### src/rtl/serial_parallel_rx.sv
// serial_parallel_rx
// ------------------
// Deserializer for the stream produced by an upstream parallel-to-serial
// converter. A frame is W bits sent LSB first. Only bits qualified by sen
// are taken. start marks the qualified bit as bit 0 of a new word. The
// completed word appears on pout on the edge that samples the last bit,
// with no extra pipeline stage.
//
// Ports
//   clk       in   clock; all state changes on posedge
//   clear     in   synchronous active-high reset; overrides every other input
//   sin       in   serial data bit
//   sen       in   serial bit valid (sin and start are ignored when low)
//   start     in   frame marker; the current sin is bit 0 of a new word
//   pout      out  [W-1:0] last completed word, registered
//   valid     out  one-cycle pulse when pout takes a new word
//   busy      out  high while a frame is partly received
//   frame_err out  one-cycle pulse when a new start cuts off a partial frame
//   wcount    out  [3:0] number of completed words, modulo 16
module serial_parallel_rx #(
   parameter int W = 6
) (
   input  logic         clk,
   input  logic         clear,
   input  logic         sin,
   input  logic         sen,
   input  logic         start,
   output logic [W-1:0] pout,
   output logic         valid,
   output logic         busy,
   output logic         frame_err,
   output logic [3:0]   wcount
);

   localparam int CW = $clog2(W + 1);

   typedef enum logic {
      IDLE  = 1'b0,
      SHIFT = 1'b1
   } state_t;

   state_t         r_state;
   state_t         w_next;
   logic [CW-1:0]  r_cnt;
   logic [W-1:0]   r_shift;
   logic [W-1:0]   r_pout;
   logic           r_valid;
   logic           r_ferr;
   logic [3:0]     r_wcount;

   // control decodes from the output process
   logic           w_load;   // take sin as bit 0 of a new frame
   logic           w_shift;  // take sin as a middle bit
   logic           w_done;   // take sin as the last bit and publish the word
   logic           w_abort;  // new start while a frame was in progress
   logic           w_last;

   assign w_last = (r_cnt == CW'(W - 1));

   // ---- state register ----
   always_ff @(posedge clk) begin
      if (clear) r_state <= IDLE;
      else       r_state <= w_next;
   end

   // ---- next-state logic ----
   always_comb begin
      w_next = r_state;
      case (r_state)
         IDLE: begin
            if (sen && start) w_next = SHIFT;
         end
         SHIFT: begin
            // start wins over completion, so a restart keeps us in SHIFT
            if (sen && !start && w_last) w_next = IDLE;
         end
         default: w_next = IDLE;
      endcase
   end

   // ---- output / control decode ----
   always_comb begin
      busy    = (r_state == SHIFT);
      w_load  = 1'b0;
      w_shift = 1'b0;
      w_done  = 1'b0;
      w_abort = 1'b0;
      case (r_state)
         IDLE: begin
            // stray qualified bits without start are dropped
            w_load = sen && start;
         end
         SHIFT: begin
            if (sen) begin
               if (start) begin
                  w_load  = 1'b1;
                  w_abort = 1'b1;
               end else if (w_last) begin
                  w_done  = 1'b1;
               end else begin
                  w_shift = 1'b1;
               end
            end
         end
         default: ;
      endcase
   end

   // ---- datapath ----
   // Bits enter at the top and move right, so after W bits the first one
   // received sits at position 0. A freshly loaded bit 0 is placed at the top
   // and walks down with each following bit.
   always_ff @(posedge clk) begin
      if (clear) begin
         r_cnt    <= '0;
         r_shift  <= '0;
         r_pout   <= '0;
         r_valid  <= 1'b0;
         r_ferr   <= 1'b0;
         r_wcount <= '0;
      end else begin
         r_valid <= w_done;
         r_ferr  <= w_abort;
         if (w_load) begin
            r_shift <= {sin, {(W-1){1'b0}}};
            r_cnt   <= CW'(1);
         end else if (w_shift) begin
            r_shift <= {sin, r_shift[W-1:1]};
            r_cnt   <= r_cnt + CW'(1);
         end else if (w_done) begin
            r_pout   <= {sin, r_shift[W-1:1]};
            r_shift  <= '0;
            r_cnt    <= '0;
            r_wcount <= r_wcount + 4'd1;
         end
      end
   end

   assign pout      = r_pout;
   assign valid     = r_valid;
   assign frame_err = r_ferr;
   assign wcount    = r_wcount;

endmodule

### config.mk
export PLATFORM = sky130hd
export DESIGN_NAME = serial_parallel_rx
export DESIGN_NICKNAME = d
export VERILOG_FILES = /design/src/rtl/serial_parallel_rx.sv
export SDC_FILE = /design/constraint.sdc
export NUM_CORES = 1
export LEC_CHECK = 0
export BUFFER_PORTS_ARGS = -buffer_cell sky130_fd_sc_hd__buf_2
export CELL_PAD_IN_SITES_DETAIL_PLACEMENT = 1
export CELL_PAD_IN_SITES_GLOBAL_PLACEMENT = 1
export CORE_MARGIN = 5
export CORE_UTILIZATION = 34
export DETAILED_ROUTE_END_ITERATION = 16
export GPL_TIMING_DRIVEN = 0
export PLACE_DENSITY_LB_ADDON = 0.1
export SLEW_MARGIN = 25
export SYNTH_ARGS = -nofsm -noshare
export SYNTH_HDL_FRONTEND = slang
export SYNTH_SLANG_ARGS = --single-unit
### constraint.sdc
create_clock -name clk -period 1.37 [get_ports clk]
set_input_delay 0.0685 -clock clk [delete_from_list [all_inputs] [get_ports clk]]
set_output_delay 0.0685 -clock clk [all_outputs]
set_load 0.05 [all_outputs]
Word-level counts from Yosys, hierarchy flattened
Index checks and enable logic that the tools add are counted.

Bits in registers: 22. Latch bits: 0. Bits in writable memories: 0. Bits in read-only memories: 0. Input port bits: 5. Output and inout port bits: 13. Logic and storage cells: 44. Memories kept: 0.

Add/sub/neg operators: 2. Multiply operators: 0. Div/mod/pow operators: 0. Magnitude comparators: 0. Eq/ne operators: 1. Shifts and indexed selects: 0. Mux-type cells: 20. Bitwise operators: 3. Reduce and logical (&&, ||, !) cells: 9.

Operator list (count): $mux W6 (3); $mux W1 (13); $mux W3 (2); $add A4 B1 Y4 const B (1); $pmux W1 S2 (2); $reduce_or A2 Y1 (2); $add A3 B1 Y3 const B (1); $eq A3 B3 Y1 const B (1); $logic_and A1 B1 Y1 (3); $not A1 Y1 (3); $reduce_and A3 Y1 (1); $reduce_bool A3 Y1 (1); $reduce_bool A2 Y1 (1); $logic_not A1 Y1 (1).

Depth between registers and ports, before layout
Gate-level depths: netlist (run 1).

Word-level depth: 8. Mapped depth: 6. Mapped depth without buffers: 5.

Worst setup path after synthesis (run 1)
Ideal clock, no wire load.

Path type: flip-flop to flip-flop. Start: reg r_state, in the netlist busy. End: reg r_wcount[2], in the netlist wcount[2]. Library setup time: 0.123 ns. Data arrival time: 1.500 ns. Required time: 1.247 ns. Setup slack: -0.254 ns. Stages on the path, launching flop included: 5. Buffers on the path: 1. Path through: dfxtp_1 -> and3b_1 -> buf_2 -> and3_1 -> mux2_1.

Cells in the longest elaborated chain, start to end: 4. Elaborated cells on any way between the ends: 7. Classes of those cells: 3 x mux; 3 x bitwise; 1 x reduce/logical.

Ends and longest elaborated chain: start, declared (RTL line 42) `state_t r_state;`; start signal, assigned (RTL line 63) `else r_state <= w_next;`; $not A1 Y1 (no line); $pmux W1 S2 (RTL line 88) `case (r_state)`; $not A1 Y1 (no line); $reduce_and A3 Y1 (no line) (*); end signal, assigned (RTL line 134) `r_wcount <= r_wcount + 4'd1;`; end, declared (RTL line 49) `logic [3:0] r_wcount;`.

Every way passes the cells marked *; elsewhere a longest branch is shown, timed or not. A chain may end at the register's enable or synchronous reset.

Final worst setup path (run 1)
Start: reg r_cnt[1]. End: reg r_cnt[0].

Cells in the longest elaborated chain, start to end: 7. Elaborated cells on any way between the ends: 12. Classes of those cells: 1 x eq/ne; 10 x mux; 1 x reduce/logical.

Ends and longest elaborated chain: start, declared (RTL line 44) `logic [CW-1:0] r_cnt;`; start signal, assigned (RTL line 129) `r_cnt <= r_cnt + CW'(1);`; $eq A3 B3 Y1 (*) (RTL line 58) `assign w_last = (r_cnt == CW'(W - 1));`; $mux W1 (RTL line 98) `end else if (w_last) begin`; $mux W1 (RTL line 95) `if (start) begin`; $mux W1 (RTL line 94) `if (sen) begin`; $mux W1 (RTL line 88); $mux W3 (RTL line 127) `end else if (w_shift) begin`; $mux W1 (RTL line 124) `if (w_load) begin`.

Marks and branches as above.

==> results of run 1 <==
-- per-layer routing --
| metal | up-vias | track usage [%] | share of wire [%] |
|---|---|---|---|
| met1 | 392 | 18.90 | 47 |
| met4 | 0 | 5.573 | 0.81 |
| li1 | 408 | - | - |
| met5 | - | 0 | 0 |
| met2 | 10 | 24.89 | 49 |
| met3 | 2 | 3.191 | 3.7 |
-- worst min-delay path, delay by kind of cell --
family | cells | cell delay, ns
compound gates | 1 | 0.06
buf+inv | 1 | 0.11
simple gates | 1 | 0.05
-- metrics by stage --
stage	util, %	cell area [um^2]	setup TNS (ns)
2_1_floorplan	-	885.9	0
3_3_place_gp	40.51	1003	-1.733
3_5_place_dp	40.51	1003	-2.500
4_1_cts	43.94	1089	0
5_1_grt	45.00	1115	-0.02797
6_report	45.00	1115	0
-- state kept, by name, indices dropped and copies added, names as in the netlist --
| signal | flops |
|---|---|
| r_shift | 5 |
| r_cnt | 3 |
| valid | 1 |
| wcount | 4 |
| frame_err | 1 |
| pout | 6 |
| busy | 1 |
-- placed cells by master, fill, tap and decap left out, types with 2 or more instances in the layout --
| master | count |
|---|---|
| nor2_1 | 3 |
| buf_4 | 5 |
| buf_2 | 17 |
| o21ai_0 | 9 |
| a21oi_1 | 14 |
| ha_1 | 2 |
| or3_1 | 2 |
| nor3_1 | 2 |
| nand2_1 | 7 |
| dfxtp_2 | 5 |
| clkbuf_1 | 2 |
| dfxtp_1 | 15 |
| a21oi_2 | 2 |
| clkbuf_4 | 4 |
| nand3_1 | 14 |
-- logic make-up (layout without fill, tap and decap cells) --
| family | Yosys count | in the layout | synth area share, % |
|---|---|---|---|
| DFF | 21 | 21 | 47.93 |
| adders and majority gates | 3 | 3 | 4.280 |
| AOI/OAI and AO/OA | 29 | 29 | 17.26 |
| and+or+nand+nor | 39 | 39 | 24.54 |
| muxes | 1 | 1 | 1.284 |
| buffers and inverters | 9 | 32 | 4.706 |
-- path summary, 6_finish.rpt --
kind / endpoint / slack (ns) / cells after the start
max reg2reg: r_cnt[0]$_SDFFE_PP0P_ / 0.03 / 6
min: r_shift[5]$_SDFFE_PP0P_ / 0.03 / 3
min reg2reg: r_shift[1]$_SDFFE_PP0P_ / 0.46 / 2
max: r_cnt[0]$_SDFFE_PP0P_ / 0.03 / 6
-- timing repair --
| item | CTS | global route |
|---|---|---|
| pin swaps | 2 | 2 |
| buffers inserted | 3 | 0 |
| resized for setup | 10 | 9 |
| setup endpoints to repair | 14 | 9 |
-- where the power goes --
part | internal (uW) | switching (uW) | leakage [uW] | total [uW]
combinational | 29.4 | 50.2 | 0.000271 | 79.7
clock | 109 | 206 | 0.0000177 | 315
sequential | 617 | 7.03 | 0.000173 | 625
total | 756 | 263 | 0.000462 | 1020
-- final cells by class --
type | count | area (um^2)
sequential | 21 | 430.4
timing repair buffer | 19 | 102.6
multi-input combinational | 72 | 457.9
buffer | 8 | 55.05
fill | 321 | 1363
inverter | 1 | 3.754
clock buffer | 3 | 22.52
tap | 30 | 37.54
clock inverter | 1 | 5.005
==> results.sh, run 1 <==
export IMPL_cp_top_family="simple AND/OR/NAND/NOR gates"
export IMPL_fin_crit_sh_pct=97.68
export IMPL_path_cells="inv_2 -> ha_4 -> and2_4 -> buf_8 -> or3_4 -> a21oi_2"
export IMPL_cts_sinks=21
export IMPL_drtAntennaViolNets=0
export IMPL_start_util_pct=35.40
export IMPL_finalPower_uw=1019
export IMPL_postSynthCellCount=102
export IMPL_ys_flop_type="dfxtp_1"
export IMPL_worst_setup_path_end_kind="register"
export IMPL_maxSlewViolCount=0
export IMPL_drt_iter0_markers=17
export IMPL_area_delta_synth_final_pct=27.10
export IMPL_setup_violations=0
export IMPL_synth_common_cells="dfxtp_1, a21oi_1, nand3_1, o21ai_0, nand2_1"
export IMPL_dp_hpwl_um=1639
export IMPL_finalNetCount=134
export IMPL_crit_type="reg -> reg"
export IMPL_ys_ff_latch=21
export IMPL_grt_overflow_total=0
export IMPL_die_area_um2=3695
export IMPL_synth_top_area_cell="dfxtp_1"
export IMPL_dr_total_vias=812
export IMPL_synth_fp_nets=110
export IMPL_cpPeakStageDelay_ns=0.36
export IMPL_holdBufCountCts=0
export IMPL_postRouteWirelength_um=2356
export IMPL_layout_setup_ws_ns=0.03174
export IMPL_synth_edf_count=0
export IMPL_grt_use_total_pct=14.95
export IMPL_holdWs_ns=0.02987
export IMPL_drc=0
export IMPL_relSlewSlack_pct=62.57
export IMPL_diodes=0
export IMPL_synth_seq_area_share_pct=47.93
export IMPL_grt_pass1_vias=857
export IMPL_skew_ns=0.001784
export IMPL_clk_latency_ns=0.31
export IMPL_worst_path_max_fanout=3
export IMPL_power_density_nw_per_um2=914.1
export IMPL_htree_levels=1
export IMPL_drive_gt1_share_pct=36.00
export IMPL_tightest_slew_ns=0.5614
export IMPL_final_instance_count_excl_fill=155
export IMPL_synth_avg_cell_area_um2=8.599
export IMPL_cts_tree="yes"
export IMPL_hp_start="sin"
export IMPL_crit_path_start="r_cnt[1]$_SDFFE_PP0P_"
export IMPL_cap_violations=0
export IMPL_rsz0062_at_grt="yes"
export IMPL_die_h_um=60.79
export IMPL_ioPinCount=18
export IMPL_clkTransAtPathRegs_ns=0.13
export IMPL_row_count=18
export IMPL_hold_viol=0
export IMPL_clockBufferDepth=2
export IMPL_grt_pass1_wl_um=4105
export IMPL_portBuffers=16
export IMPL_period_needed_ns=1.338
export IMPL_cp_start_kind="register"
export IMPL_max_vdd_ir_drop_uv=398.5
export IMPL_status="finished, final reports clean"
export IMPL_yosysMostFrequentCell="dfxtp_1"
export IMPL_die_x_um=60.79
export IMPL_vias_per_cell=5.239
export IMPL_critPathBufInv=2
export IMPL_cts_made_buffers=3
export IMPL_wl_per_cell_um=15.20
export IMPL_yosys_top_cells_area="dfxtp_1, a21oi_1, nand3_1"
export IMPL_fp_coreArea_um2=2477
export IMPL_hold_path_class="in -> reg"
export IMPL_dp_cells=148
export IMPL_cp_required_ns=1.61
export IMPL_reg2reg_from="r_cnt[1]$_SDFFE_PP0P_"
export IMPL_dr_pass1_iters=4
export IMPL_synth_distinct_cells=26
export IMPL_ys_async_sr_fraction_pct=0
export IMPL_yosys_warnings=0
export IMPL_clockRootBuffer="clkbuf_4"
export IMPL_antenna_found_initial=0
export IMPL_grt_max_degree=13
export IMPL_post_place_ws_ns=-0.2514
export IMPL_leakage_uw=0.0004618
export IMPL_worstPathArrival_ns=1.58
export IMPL_max_freq_ghz=0.7472
export IMPL_place_congestion=0.7813
export IMPL_critPathSlowestCell="dfxtp_2"
export IMPL_synth_area_um2=877.1
export IMPL_synth_top_area_share_pct=47.93
No activity file was read; power rests on OpenSTA's default activity.
==> inputs of run 2 (changes only) <==
- PLACE_DENSITY_LB_ADDON: 0.1 -> 0.25
==> results.sh, run 2 (synthesis gave the netlist of run 1 again) <==
export IMPL_status="finished with violations"
export IMPL_violations="setup timing"
export IMPL_fp_coreArea_um2=2477
export IMPL_cts_made_buffers=3
export IMPL_place_congestion=0.7454
export IMPL_met3_usage_pct=2.553
export IMPL_fin_crit_sh_pct=103.2
export IMPL_die_x_um=60.79
export IMPL_antenna_found_initial=0
export IMPL_grt_overflow_total=0
export IMPL_finalNetCount=136
export IMPL_crit_type="reg -> reg"
export IMPL_tightest_slew_ns=0.5585
export IMPL_ff2ff_setup_slack_ns=-0.04
export IMPL_start_util_pct=35.40
export IMPL_die_h_um=60.79
export IMPL_layout_setup_ws_ns=-0.04380
export IMPL_worst_setup_path_end_kind="register"
export IMPL_drc=0
export IMPL_max_freq_ghz=0.7073
export IMPL_skew_ns=0.004654
export IMPL_period_needed_ns=1.414
export IMPL_holdWs_ns=0.03709
export IMPL_cp_required_ns=1.62
export IMPL_rsz0062_at_grt="yes"
export IMPL_crit_path_start="r_cnt[1]$_SDFFE_PP0P_"
export IMPL_ioPinCount=18
export IMPL_grt_use_total_pct=15.33
export IMPL_grtUsageMet1_pct=19.52
export IMPL_final_common_cell="buf_2"
export IMPL_power_density_nw_per_um2=905.9
export IMPL_clkTransAtPathRegs_ns=0.13
export IMPL_relSlewSlack_pct=62.77
export IMPL_grt_pass1_wl_um=4229
export IMPL_drtAntennaViolNets=0
export IMPL_hp_start="sin"
export IMPL_dp_hpwl_um=1584
export IMPL_cp_start_kind="register"
export IMPL_area_delta_synth_final_pct=29.39
export IMPL_die_area_um2=3695
export IMPL_postRouteWirelength_um=2587
export IMPL_wl_per_cell_um=16.48
export IMPL_drive_gt1_share_pct=37.01
export IMPL_portBuffers=16
export IMPL_drt_iter0_markers=22
export IMPL_clockRootBuffer="clkbuf_4"
export IMPL_cts_sinks=21
export IMPL_reg2reg_from="r_cnt[1]$_SDFFE_PP0P_"
export IMPL_setup_violations=2
export IMPL_dr_pass1_iters=4
export IMPL_grt_busiest_layer="met2"
export IMPL_post_place_ws_ns=-0.1818
export IMPL_cts_tree="yes"
export IMPL_clockBufferDepth=2
export IMPL_htree_levels=1
export IMPL_vias_per_cell=5.363
export IMPL_dp_cells=148
export IMPL_gr_usage_met2_pct=25.50
export IMPL_cap_violations=0
export IMPL_clk_latency_ns=0.32
export IMPL_grt_max_degree=13
export IMPL_worstPathArrival_ns=1.67
export IMPL_final_instance_count_excl_fill=157
export IMPL_worst_path_max_fanout=6
export IMPL_layout_common_cells="buf_2, dfxtp_1, nand3_1, a21oi_1, o21ai_0"
export IMPL_diodes=0
export IMPL_maxSlewViolCount=0
export IMPL_row_count=18
export IMPL_dr_total_vias=842
export IMPL_max_vdd_ir_drop_uv=421.5
export IMPL_nFillCells=313
export IMPL_holdBufCountCts=0
export IMPL_largest_reg_flops=6
export IMPL_hold_viol=0
export IMPL_leakage_uw=0.0004643
export IMPL_hold_path_class="in -> reg"
export IMPL_grt_pass1_vias=873
-- run 2: worst paths after layout --
check	depth (start not counted)	to
max	6	r_cnt[0]$_SDFFE_PP0P_
min	3	r_shift[5]$_SDFFE_PP0P_
max reg2reg	6	r_cnt[0]$_SDFFE_PP0P_
min reg2reg	2	r_shift[1]$_SDFFE_PP0P_
-- run 2: layout make-up --
class | count | area, um^2 | area share (%)
Buffer | 8 | 65.06 | 5.733
Tap cell | 30 | 37.54 | 3.308
Sequential cell | 21 | 430.4 | 37.93
Clock buffer | 3 | 22.52 | 1.985
Timing Repair Buffer | 21 | 117.6 | 10.36
Clock inverter | 1 | 5.005 | 0.4410
Inverter | 1 | 3.754 | 0.3308
Multi-Input combinational cell | 72 | 452.9 | 39.91
-- run 2: layer usage --
layer	wire, um	vias up
met5	0	-
met4	38	0
met3	90	5
met2	1335	15
met1	1124	412
li1	-	410
-- run 2: power by group --
part / leakage, uW / switching [uW] / internal (uW)
Sequential: 0.000173 / 7.87 / 618
Clock: 0.0000177 / 213 / 109
Combinational: 0.000274 / 51.7 / 28.6
-- run 2: stage by stage --
stage	power (uW)	setup TNS, ns	utilization, %	area [um^2]
2_1_floorplan	680.1	0	-	885.9
3_3_place_gp	701.2	-1.367	40.51	1003
3_5_place_dp	703.4	-1.781	40.51	1003
4_1_cts	1019	-0.01162	44.39	1100
5_1_grt	1060	-0.2752	45.81	1135
6_report	1028	-0.05502	45.81	1135
-- run 2: what timing repair did --
action,4_1_cts,5_1_grt
gates resized for setup,10,10
buffers inserted,5,0
pin swaps,2,1
endpoints found under the setup margin,14,14
gates cloned,0,0
-- run 2: worst max-delay path, stage by stage (launching register included) --
cell and delay (ns):
dfxtp_2 0.36, inv_2 0.04, ha_4 0.16, and2_4 0.16
clkbuf_16 0.14, or3_4 0.33, a21oi_2 0.15
